`src/rtl/dehaze_pkg.sv`:
```
// Shared types and defaults for the dehaze pixel pipeline.
package dehaze_pkg;

  localparam int unsigned IMG_W_DEF = 512;
  localparam int unsigned IMG_H_DEF = 512;
  localparam int unsigned PIX_W     = 24;
  localparam int unsigned WIN_CNT_W = 20;

  typedef enum logic [2:0] {
    ST_IDLE,
    ST_PRIME,
    ST_STREAM,
    ST_DRAIN,
    ST_DONE
  } frame_state_t;

endpackage

```
`src/rtl/linebuf_frame_ctrl_if.sv`:
```
// Pixel ingress and window-generator egress signals of the frame sequencer.
interface linebuf_frame_ctrl_if;
  import dehaze_pkg::*;

  logic             s_valid;
  logic             s_ready;
  logic [PIX_W-1:0] s_data;
  logic             m_ready;
  logic             bank_rst;
  logic [PIX_W-1:0] bank_pixel;
  logic             bank_valid;

  modport master (
    input  s_valid, s_data, m_ready,
    output s_ready, bank_rst, bank_pixel, bank_valid
  );

  modport slave (
    output s_valid, s_data, m_ready,
    input  s_ready, bank_rst, bank_pixel, bank_valid
  );

endinterface

```
`src/rtl/frame_pos_counter.sv`:
```
// Raster position tracker: column/row of the last advanced pixel plus a
// pixel count that saturates on the final pixel of the frame.
module frame_pos_counter #(
  parameter int unsigned IMG_W = 512,
  parameter int unsigned IMG_H = 512,
  localparam int unsigned CW  = $clog2(IMG_W),
  localparam int unsigned RW  = $clog2(IMG_H),
  localparam int unsigned PCW = $clog2(IMG_W * IMG_H)
) (
  input  logic           clk,
  input  logic           rst,
  input  logic           i_clr,
  input  logic           i_adv,
  output logic [CW-1:0]  o_col,
  output logic [RW-1:0]  o_row,
  output logic [PCW-1:0] o_pix_cnt
);

  localparam logic [CW-1:0]  COL_LAST = CW'(IMG_W - 1);
  localparam logic [RW-1:0]  ROW_LAST = RW'(IMG_H - 1);
  localparam logic [PCW-1:0] PIX_LAST = PCW'(IMG_W * IMG_H - 1);

  logic [CW-1:0]  r_col;
  logic [RW-1:0]  r_row;
  logic [PCW-1:0] r_pix_cnt;

  always_ff @(posedge clk or posedge rst) begin
    if (rst) begin
      r_col     <= '0;
      r_row     <= '0;
      r_pix_cnt <= '0;
    end else if (i_clr) begin
      r_col     <= '0;
      r_row     <= '0;
      r_pix_cnt <= '0;
    end else if (i_adv) begin
      if (r_pix_cnt != PIX_LAST) r_pix_cnt <= r_pix_cnt + PCW'(1);
      // The first pixel lands on (0,0); later pixels step from the previous one.
      if (r_pix_cnt != '0) begin
        if (r_col == COL_LAST) begin
          r_col <= '0;
          r_row <= (r_row == ROW_LAST) ? '0 : r_row + RW'(1);
        end else begin
          r_col <= r_col + CW'(1);
        end
      end
    end
  end

  assign o_col     = r_col;
  assign o_row     = r_row;
  assign o_pix_cnt = r_pix_cnt;

endmodule

```
`src/rtl/linebuf_frame_ctrl.sv`:
```
// Frame sequencer for the 3x3 line-buffer window generator: primes, streams
// and zero-drains one frame, then raises a sticky done interrupt.
module linebuf_frame_ctrl
  import dehaze_pkg::*;
#(
  parameter int unsigned IMG_W      = IMG_W_DEF,
  parameter int unsigned IMG_H      = IMG_H_DEF,
  parameter int unsigned PRIME_ROWS = 3,
  parameter int unsigned DRAIN_ROWS = 2
) (
  input  logic                     r_clk,
  input  logic                     r_rst,
  input  logic                     start,
  output logic                     busy,
  output logic                     irq,
  input  logic                     irq_clr,
  linebuf_frame_ctrl_if.master     bus,
  output logic [$clog2(IMG_H)-1:0] row_idx,
  output logic [$clog2(IMG_W)-1:0] col_idx,
  output logic [WIN_CNT_W-1:0]     win_count
);

  localparam int unsigned PCW = $clog2(IMG_W * IMG_H);
  localparam int unsigned DCW = $clog2(DRAIN_ROWS * IMG_W + 1);
  localparam logic [PCW-1:0] PRIME_LAST = PCW'(PRIME_ROWS * IMG_W - 1);
  localparam logic [PCW-1:0] PIX_LAST   = PCW'(IMG_W * IMG_H - 1);
  localparam logic [DCW-1:0] DRAIN_LAST = DCW'(DRAIN_ROWS * IMG_W - 1);

  frame_state_t         r_state;
  frame_state_t         w_state_nxt;
  logic                 w_s_ready;
  logic                 w_start_go;
  logic                 w_win_inc;
  logic                 w_drain_beat;
  logic                 w_irq_set;
  logic                 w_accept;
  logic [PCW-1:0]       w_pix_cnt;
  logic [DCW-1:0]       r_drain_cnt;
  logic                 r_bank_rst;
  logic                 r_bank_valid;
  logic [PIX_W-1:0]     r_bank_pixel;
  logic                 r_irq;
  logic [WIN_CNT_W-1:0] r_win_count;

  frame_pos_counter #(
    .IMG_W (IMG_W),
    .IMG_H (IMG_H)
  ) u_pos (
    .clk       (r_clk),
    .rst       (r_rst),
    .i_clr     (w_start_go),
    .i_adv     (w_accept),
    .o_col     (col_idx),
    .o_row     (row_idx),
    .o_pix_cnt (w_pix_cnt)
  );

  always_ff @(posedge r_clk or posedge r_rst) begin
    if (r_rst) r_state <= ST_IDLE;
    else       r_state <= w_state_nxt;
  end

  always_comb begin
    w_state_nxt = r_state;
    unique case (r_state)
      ST_IDLE:   if (start) w_state_nxt = ST_PRIME;
      ST_PRIME:  if (w_accept && w_pix_cnt == PRIME_LAST) w_state_nxt = ST_STREAM;
      ST_STREAM: if (w_accept && w_pix_cnt == PIX_LAST) w_state_nxt = ST_DRAIN;
      ST_DRAIN:  if (w_drain_beat && r_drain_cnt == DRAIN_LAST) w_state_nxt = ST_DONE;
      ST_DONE:   w_state_nxt = ST_IDLE;
      default:   w_state_nxt = ST_IDLE;
    endcase
  end

  always_comb begin
    busy         = 1'b1;
    w_s_ready    = 1'b0;
    w_start_go   = 1'b0;
    w_win_inc    = 1'b0;
    w_drain_beat = 1'b0;
    w_irq_set    = 1'b0;
    unique case (r_state)
      ST_IDLE: begin
        busy       = 1'b0;
        w_start_go = start;
      end
      ST_PRIME:  w_s_ready = 1'b1;
      ST_STREAM: begin
        w_s_ready = bus.m_ready;
        w_win_inc = bus.m_ready & bus.s_valid;
      end
      ST_DRAIN: begin
        w_drain_beat = bus.m_ready;
        w_win_inc    = bus.m_ready;
      end
      ST_DONE:   w_irq_set = 1'b1;
      default:   busy = 1'b0;
    endcase
  end

  assign w_accept = bus.s_valid & w_s_ready;

  always_ff @(posedge r_clk or posedge r_rst) begin
    if (r_rst) begin
      r_bank_rst   <= 1'b0;
      r_bank_valid <= 1'b0;
      r_bank_pixel <= '0;
      r_drain_cnt  <= '0;
      r_win_count  <= '0;
      r_irq        <= 1'b0;
    end else begin
      r_bank_rst   <= w_start_go;
      r_bank_valid <= w_accept | w_drain_beat;
      if (w_accept)          r_bank_pixel <= bus.s_data;
      else if (w_drain_beat) r_bank_pixel <= '0;
      if (w_start_go) begin
        r_drain_cnt <= '0;
        r_win_count <= '0;
      end else begin
        if (w_drain_beat) r_drain_cnt <= r_drain_cnt + DCW'(1);
        if (w_win_inc)    r_win_count <= r_win_count + WIN_CNT_W'(1);
      end
      // A DONE-cycle set outranks a simultaneous clear.
      if (w_irq_set)    r_irq <= 1'b1;
      else if (irq_clr) r_irq <= 1'b0;
    end
  end

  assign bus.s_ready    = w_s_ready;
  assign bus.bank_rst   = r_bank_rst;
  assign bus.bank_valid = r_bank_valid;
  assign bus.bank_pixel = r_bank_pixel;
  assign irq            = r_irq;
  assign win_count      = r_win_count;

endmodule

```
`src/flat_wrapper.sv`:
```
// flat-port wrapper written by rule: the top's interface ports become plain ports
module linebuf_frame_ctrl_flat import dehaze_pkg::*;
#(
  parameter int unsigned IMG_W      = IMG_W_DEF,
  parameter int unsigned IMG_H      = IMG_H_DEF,
  parameter int unsigned PRIME_ROWS = 3,
  parameter int unsigned DRAIN_ROWS = 2
)
  (r_clk, r_rst, start, busy, irq, irq_clr, row_idx, col_idx, win_count, bus_s_valid, bus_s_data, bus_m_ready, bus_s_ready, bus_bank_rst, bus_bank_pixel, bus_bank_valid);
  linebuf_frame_ctrl_if bus_i ();
  input  logic r_clk;
  input  logic r_rst;
  input  logic start;
  output logic busy;
  output logic irq;
  input  logic irq_clr;
  output logic [$clog2(IMG_H)-1:0] row_idx;
  output logic [$clog2(IMG_W)-1:0] col_idx;
  output logic [WIN_CNT_W-1:0] win_count;
  input wire logic [$bits(bus_i.s_valid)-1:0] bus_s_valid;
  input wire logic [$bits(bus_i.s_data)-1:0] bus_s_data;
  input wire logic [$bits(bus_i.m_ready)-1:0] bus_m_ready;
  output wire logic [$bits(bus_i.s_ready)-1:0] bus_s_ready;
  output wire logic [$bits(bus_i.bank_rst)-1:0] bus_bank_rst;
  output wire logic [$bits(bus_i.bank_pixel)-1:0] bus_bank_pixel;
  output wire logic [$bits(bus_i.bank_valid)-1:0] bus_bank_valid;
  assign bus_i.s_valid = bus_s_valid;
  assign bus_i.s_data = bus_s_data;
  assign bus_i.m_ready = bus_m_ready;
  assign bus_s_ready = bus_i.s_ready;
  assign bus_bank_rst = bus_i.bank_rst;
  assign bus_bank_pixel = bus_i.bank_pixel;
  assign bus_bank_valid = bus_i.bank_valid;
  linebuf_frame_ctrl #(.IMG_W(IMG_W), .IMG_H(IMG_H), .PRIME_ROWS(PRIME_ROWS), .DRAIN_ROWS(DRAIN_ROWS)) u_core (.r_clk(r_clk), .r_rst(r_rst), .start(start), .busy(busy), .irq(irq), .irq_clr(irq_clr), .bus(bus_i), .row_idx(row_idx), .col_idx(col_idx), .win_count(win_count));
endmodule
```
`config.mk`:
```
export PLATFORM = sky130hd
export DESIGN_NAME = linebuf_frame_ctrl_flat
export DESIGN_NICKNAME = d
export VERILOG_FILES = /design/src/rtl/dehaze_pkg.sv /design/src/rtl/linebuf_frame_ctrl_if.sv /design/src/rtl/frame_pos_counter.sv /design/src/rtl/linebuf_frame_ctrl.sv /design/src/flat_wrapper.sv
export SDC_FILE = /design/constraint.sdc
export NUM_CORES = 1
export LEC_CHECK = 0
export ABC_AREA = 1
export ABC_CLOCK_PERIOD_IN_PS = 4880
export BUFFER_PORTS_ARGS = -buffer_cell sky130_fd_sc_hd__buf_2
export CORE_UTILIZATION = 45
export DETAILED_ROUTE_END_ITERATION = 8
export HOLD_SLACK_MARGIN = 0.1
export PLACE_DENSITY = 0.73
export SYNTH_ARGS = -nofsm -noshare
export SYNTH_HDL_FRONTEND = slang
export SYNTH_HIERARCHICAL = 1
export SYNTH_SLANG_ARGS = --single-unit
export TNS_END_PERCENT = 50
```
`constraint.sdc`:
```
create_clock -name r_clk -period 4.88 [get_ports r_clk]
set_input_delay 0.244 -clock r_clk [delete_from_list [all_inputs] [get_ports r_clk]]
set_output_delay 0.244 -clock r_clk [all_outputs]
set_load 0.01 [all_outputs]
```
==> impl_results.md <==
* Detailed placement HPWL at 9180 um
* Total track usage at 21.6%
* Core Area at 12100 sq um
* Port Buffers at 96
* Largest net degree at the start of global routing at 62
* Layout Nets at 890
* Critical Path RT at 5.11 ns
* Synth area leaders: dfrtp_1 (43%), nand2_1 (14%), nand3_1 (6.4%)
* Fillers at 1180
* Synth unique cells at 43
* CTS max path bufs at 2
* Buffers and inverters on the worst path at 2
* Ys flop type: dfrtp_1
* Syn_nets at 784
* Internal power at 1710 uW
* Max_slew headroom at 24.0%
* Clock share of power at 25.5%
* Routed WL per cell at 13.0 um
* Routability Congestion at 0.868
* Worst Clk Skew at 0.00754 ns
* Sw Ratio at 39.0%
* Drt drc at 0
* Initial Util at 46.4%
* Async set-or-reset flop fraction in the synthesized netlist at 100%
* Average instance area after synthesis at 7.53 sq um
* Max Cap Viol at 0
* Die width at 114 um
* Switching power total at 1090 uW
* Fin. Hold Viols at 0
* CP Depth at 7
* Comb pwr share at 34.9%
* Final setup viols at 0
* H-tree Lvls at 3
* Most frequent CP cell: nand3_2
* Slowest library cell on the worst path: inv_1
* Remaining antenna violation count after routing at 0
* Global-route wire length before repair at 22500 um
* FF-to-FF setup slack at 1.74 ns
* Worst min path class: input port to register
* Worst r2r dst: u_core/u_pos/o_row[4]
* Reg clk slew, reported paths at 0.07 ns
* Area delta synth->final at 18.1%
* DR vias at 5164
* Placed cells at 993
* Critical-path cell list: nor2_2 -> nand3_2 -> inv_1 -> inv_2 -> nand2_1 -> nand3_2 -> o21ai_0
* Synth warnings at 6
* CTS buffer count at 9
* Worst setup startpoint: u_core/r_state[2]
* Tmin final at 3.14 ns
* Clk Latency, worst-skew pair at 0.34 ns
* CP peak stage delay at 0.63 ns
* Setup Crit Path Kind: register to register
* CP endpoint kind: register
* CTS sink count at 97
* GRT overflow at 0
* Startpoint type of the worst setup path: register
* Ant. Diodes at 0
* Final WL at 13400 um
* VDD IR max at 0.325 mV
* Transition time at the pin with the least slew margin at 1.14 ns
* Seq pwr share at 39.6%
* Final period utilization at 64.4%
* Row count at 40
* Non-filler cells, final at 1024
* Status: finished, final reports clean
* PD cells at 423 nW/um^2
* Most common cell in the netlist: nand2_1
* P_leak at 0.00331 uW
* Largest area contributor in the netlist: dfrtp_1
* CTS resizes at 0
* Family with the most delay on the worst path: simple AND/OR/NAND/NOR gates
* Share of the synthesized area in the top cell type at 43.2%
* Reg2reg start: u_core/r_state[2]
* Pre-antenna DRT Iters at 5
* Root Driver: clkbuf_16
* Crit path DAT at 3.38 ns
* Capture point of the worst path: u_core/u_pos/o_row[4]
* I/O pin count at 97
* DIE AREA at 12900 sq um
* Top cells by count, synth: nand2_1 (207), dfrtp_1 (97), nor2_1 (83)
* Synthesized area at 5620 sq um
* DRT iter0 DRCs at 430
* Total power at 2810 uW
* Layout cells sized above 1 at 20.1%
* Vias in the first global route at 4814
* Mapped Cells at 746
* CTS tree: yes
* EDFF count, synth at 0
* Initial antenna violation count at 0
* Register area share after synthesis at 43.2%
* Post CTS Setup Buffer Count at 0
* Die Height at 114 um
* F_max at 0.318 GHz
* Post-synthesis sequential element count at 97
* Crit Path Max Fanout at 26
* R2r worst-path depth at 7
* DR vias/cell at 5.04
* Setup_tns at 0 ns
* RSZ-0062 raised after global routing: false
* Max Slew Vio Count at 0
==> worst min path at each step <==
stage / slack [ns] / startpoint / depth (start not counted) / to
6_report: 0.11 / bus_s_data[16] / 3 / u_core/bus.bank_pixel[16]
5_1_grt: 0.10 / bus_s_data[11] / 3 / u_core/bus.bank_pixel[11]
4_1_cts: 0.10 / bus_s_data[16] / 3 / u_core/bus.bank_pixel[16]
3_5_place_dp: 0.40 / r_rst / 3 / u_core/u_pos/o_pix_cnt[10]
3_3_place_gp: 0.40 / r_rst / 3 / u_core/u_pos/o_pix_cnt[10]
2_1_floorplan: 0.34 / irq_clr / 1 / u_core/irq
==> final cells by class <==
cell class | instances | area (sq um) | share of cell area (%)
multi-input combinational | 551 | 2740 | 41.3
sequential | 97 | 2430 | 36.6
timing repair buffer | 115 | 663 | 10.0
inverter | 78 | 293 | 4.41
clock buffer | 10 | 239 | 3.60
tap | 168 | 210 | 3.17
clock inverter | 5 | 63.8 | 0.962
==> tightest hold or removal path: cells and delay by family <==
family	cells	cell delay (ns)
buf+inv	1	0.07
simple gates	2	0.10
==> power by group through the flow <==
stage	Sequential, uW	Clock (uW)	Combinational [uW]
2_1_floorplan	1170	0	694
3_3_place_gp	1120	0	959
3_5_place_dp	1130	0	972
4_1_cts	1110	737	986
5_1_grt	1140	764	1100
6_report	1110	717	980
==> routing by layer <==
| metal | vias up | routed length, um | GRT usage [%] |
|---|---|---|---|
| li1 | 2632 | - | - |
| met1 | 2385 | 6300 | 27.9 |
| met2 | 133 | 6270 | 36.9 |
| met3 | 14 | 633 | 4.73 |
| met4 | 0 | 159 | 5.44 |
| met5 | - | 0 | 0 |
==> placed cells by master, fill, tap and decap left out, types with 2 or more instances in the layout <==
master / instances
o21ai_0: 35
inv_1: 73
nor2_1: 83
nand3b_1: 5
buf_4: 3
nand2_2: 16
nand3_2: 2
dlygate4sd3_1: 16
nor3_1: 14
nor2_4: 2
a21oi_1: 23
clkinv_4: 2
nand2_4: 2
nand3_1: 72
nand4_2: 2
buf_2: 96
o21ai_1: 8
nor2_2: 5
ha_1: 8
or2_2: 4
o21a_1: 3
dfrtp_1: 97
and2_1: 3
nand2_1: 207
o21bai_1: 4
o21ai_2: 16
clkbuf_16: 9
nand4_1: 23
inv_2: 5
==> logic make-up (layout without fill, tap and decap cells) <==
group | after synthesis | after routing | synth area share (%)
DFF | 97 | 97 | 43.2
buffers and inverters | 98 | 208 | 8.08
xor gates and xnor gates | 1 | 1 | 0.156
AOI/OAI and AO/OA | 94 | 94 | 10.2
and+or+nand+nor | 448 | 448 | 36.6
adders and majority gates | 8 | 8 | 1.78
==> metrics by stage <==
step	cell area [sq um]	setup WS, ns	hold slack [ns]	utilization (%)
2_1_floorplan	5620	2.78	0.340	-
3_3_place_gp	6170	1.91	0.396	50.9
3_5_place_dp	6170	1.82	0.405	50.9
4_1_cts	6630	1.71	0.101	54.8
5_1_grt	6630	1.44	0.105	54.8
6_report	6630	1.74	0.109	54.8
==> flip-flops by register name, indices dropped and copies added (netlist names) <==
| name | cells |
|---|---|
| u_core/bus.bank_pixel | 24 |
| u_core/bus.bank_rst | 1 |
| u_core/bus.bank_valid | 1 |
| u_core/irq | 1 |
| u_core/r_drain_cnt | 11 |
| u_core/r_state | 3 |
| u_core/u_pos/o_col | 9 |
| u_core/u_pos/o_pix_cnt | 18 |
| u_core/u_pos/o_row | 9 |
| u_core/win_count | 20 |
==> what timing repair did <==
| action | in CTS | in global routing |
|---|---|---|
| endpoints found under the hold margin | 51 | 0 |
| setup endpoints to repair | 0 | 0 |
| hold buffers | 16 | 0 |
Power figures use the tool's default switching activity.
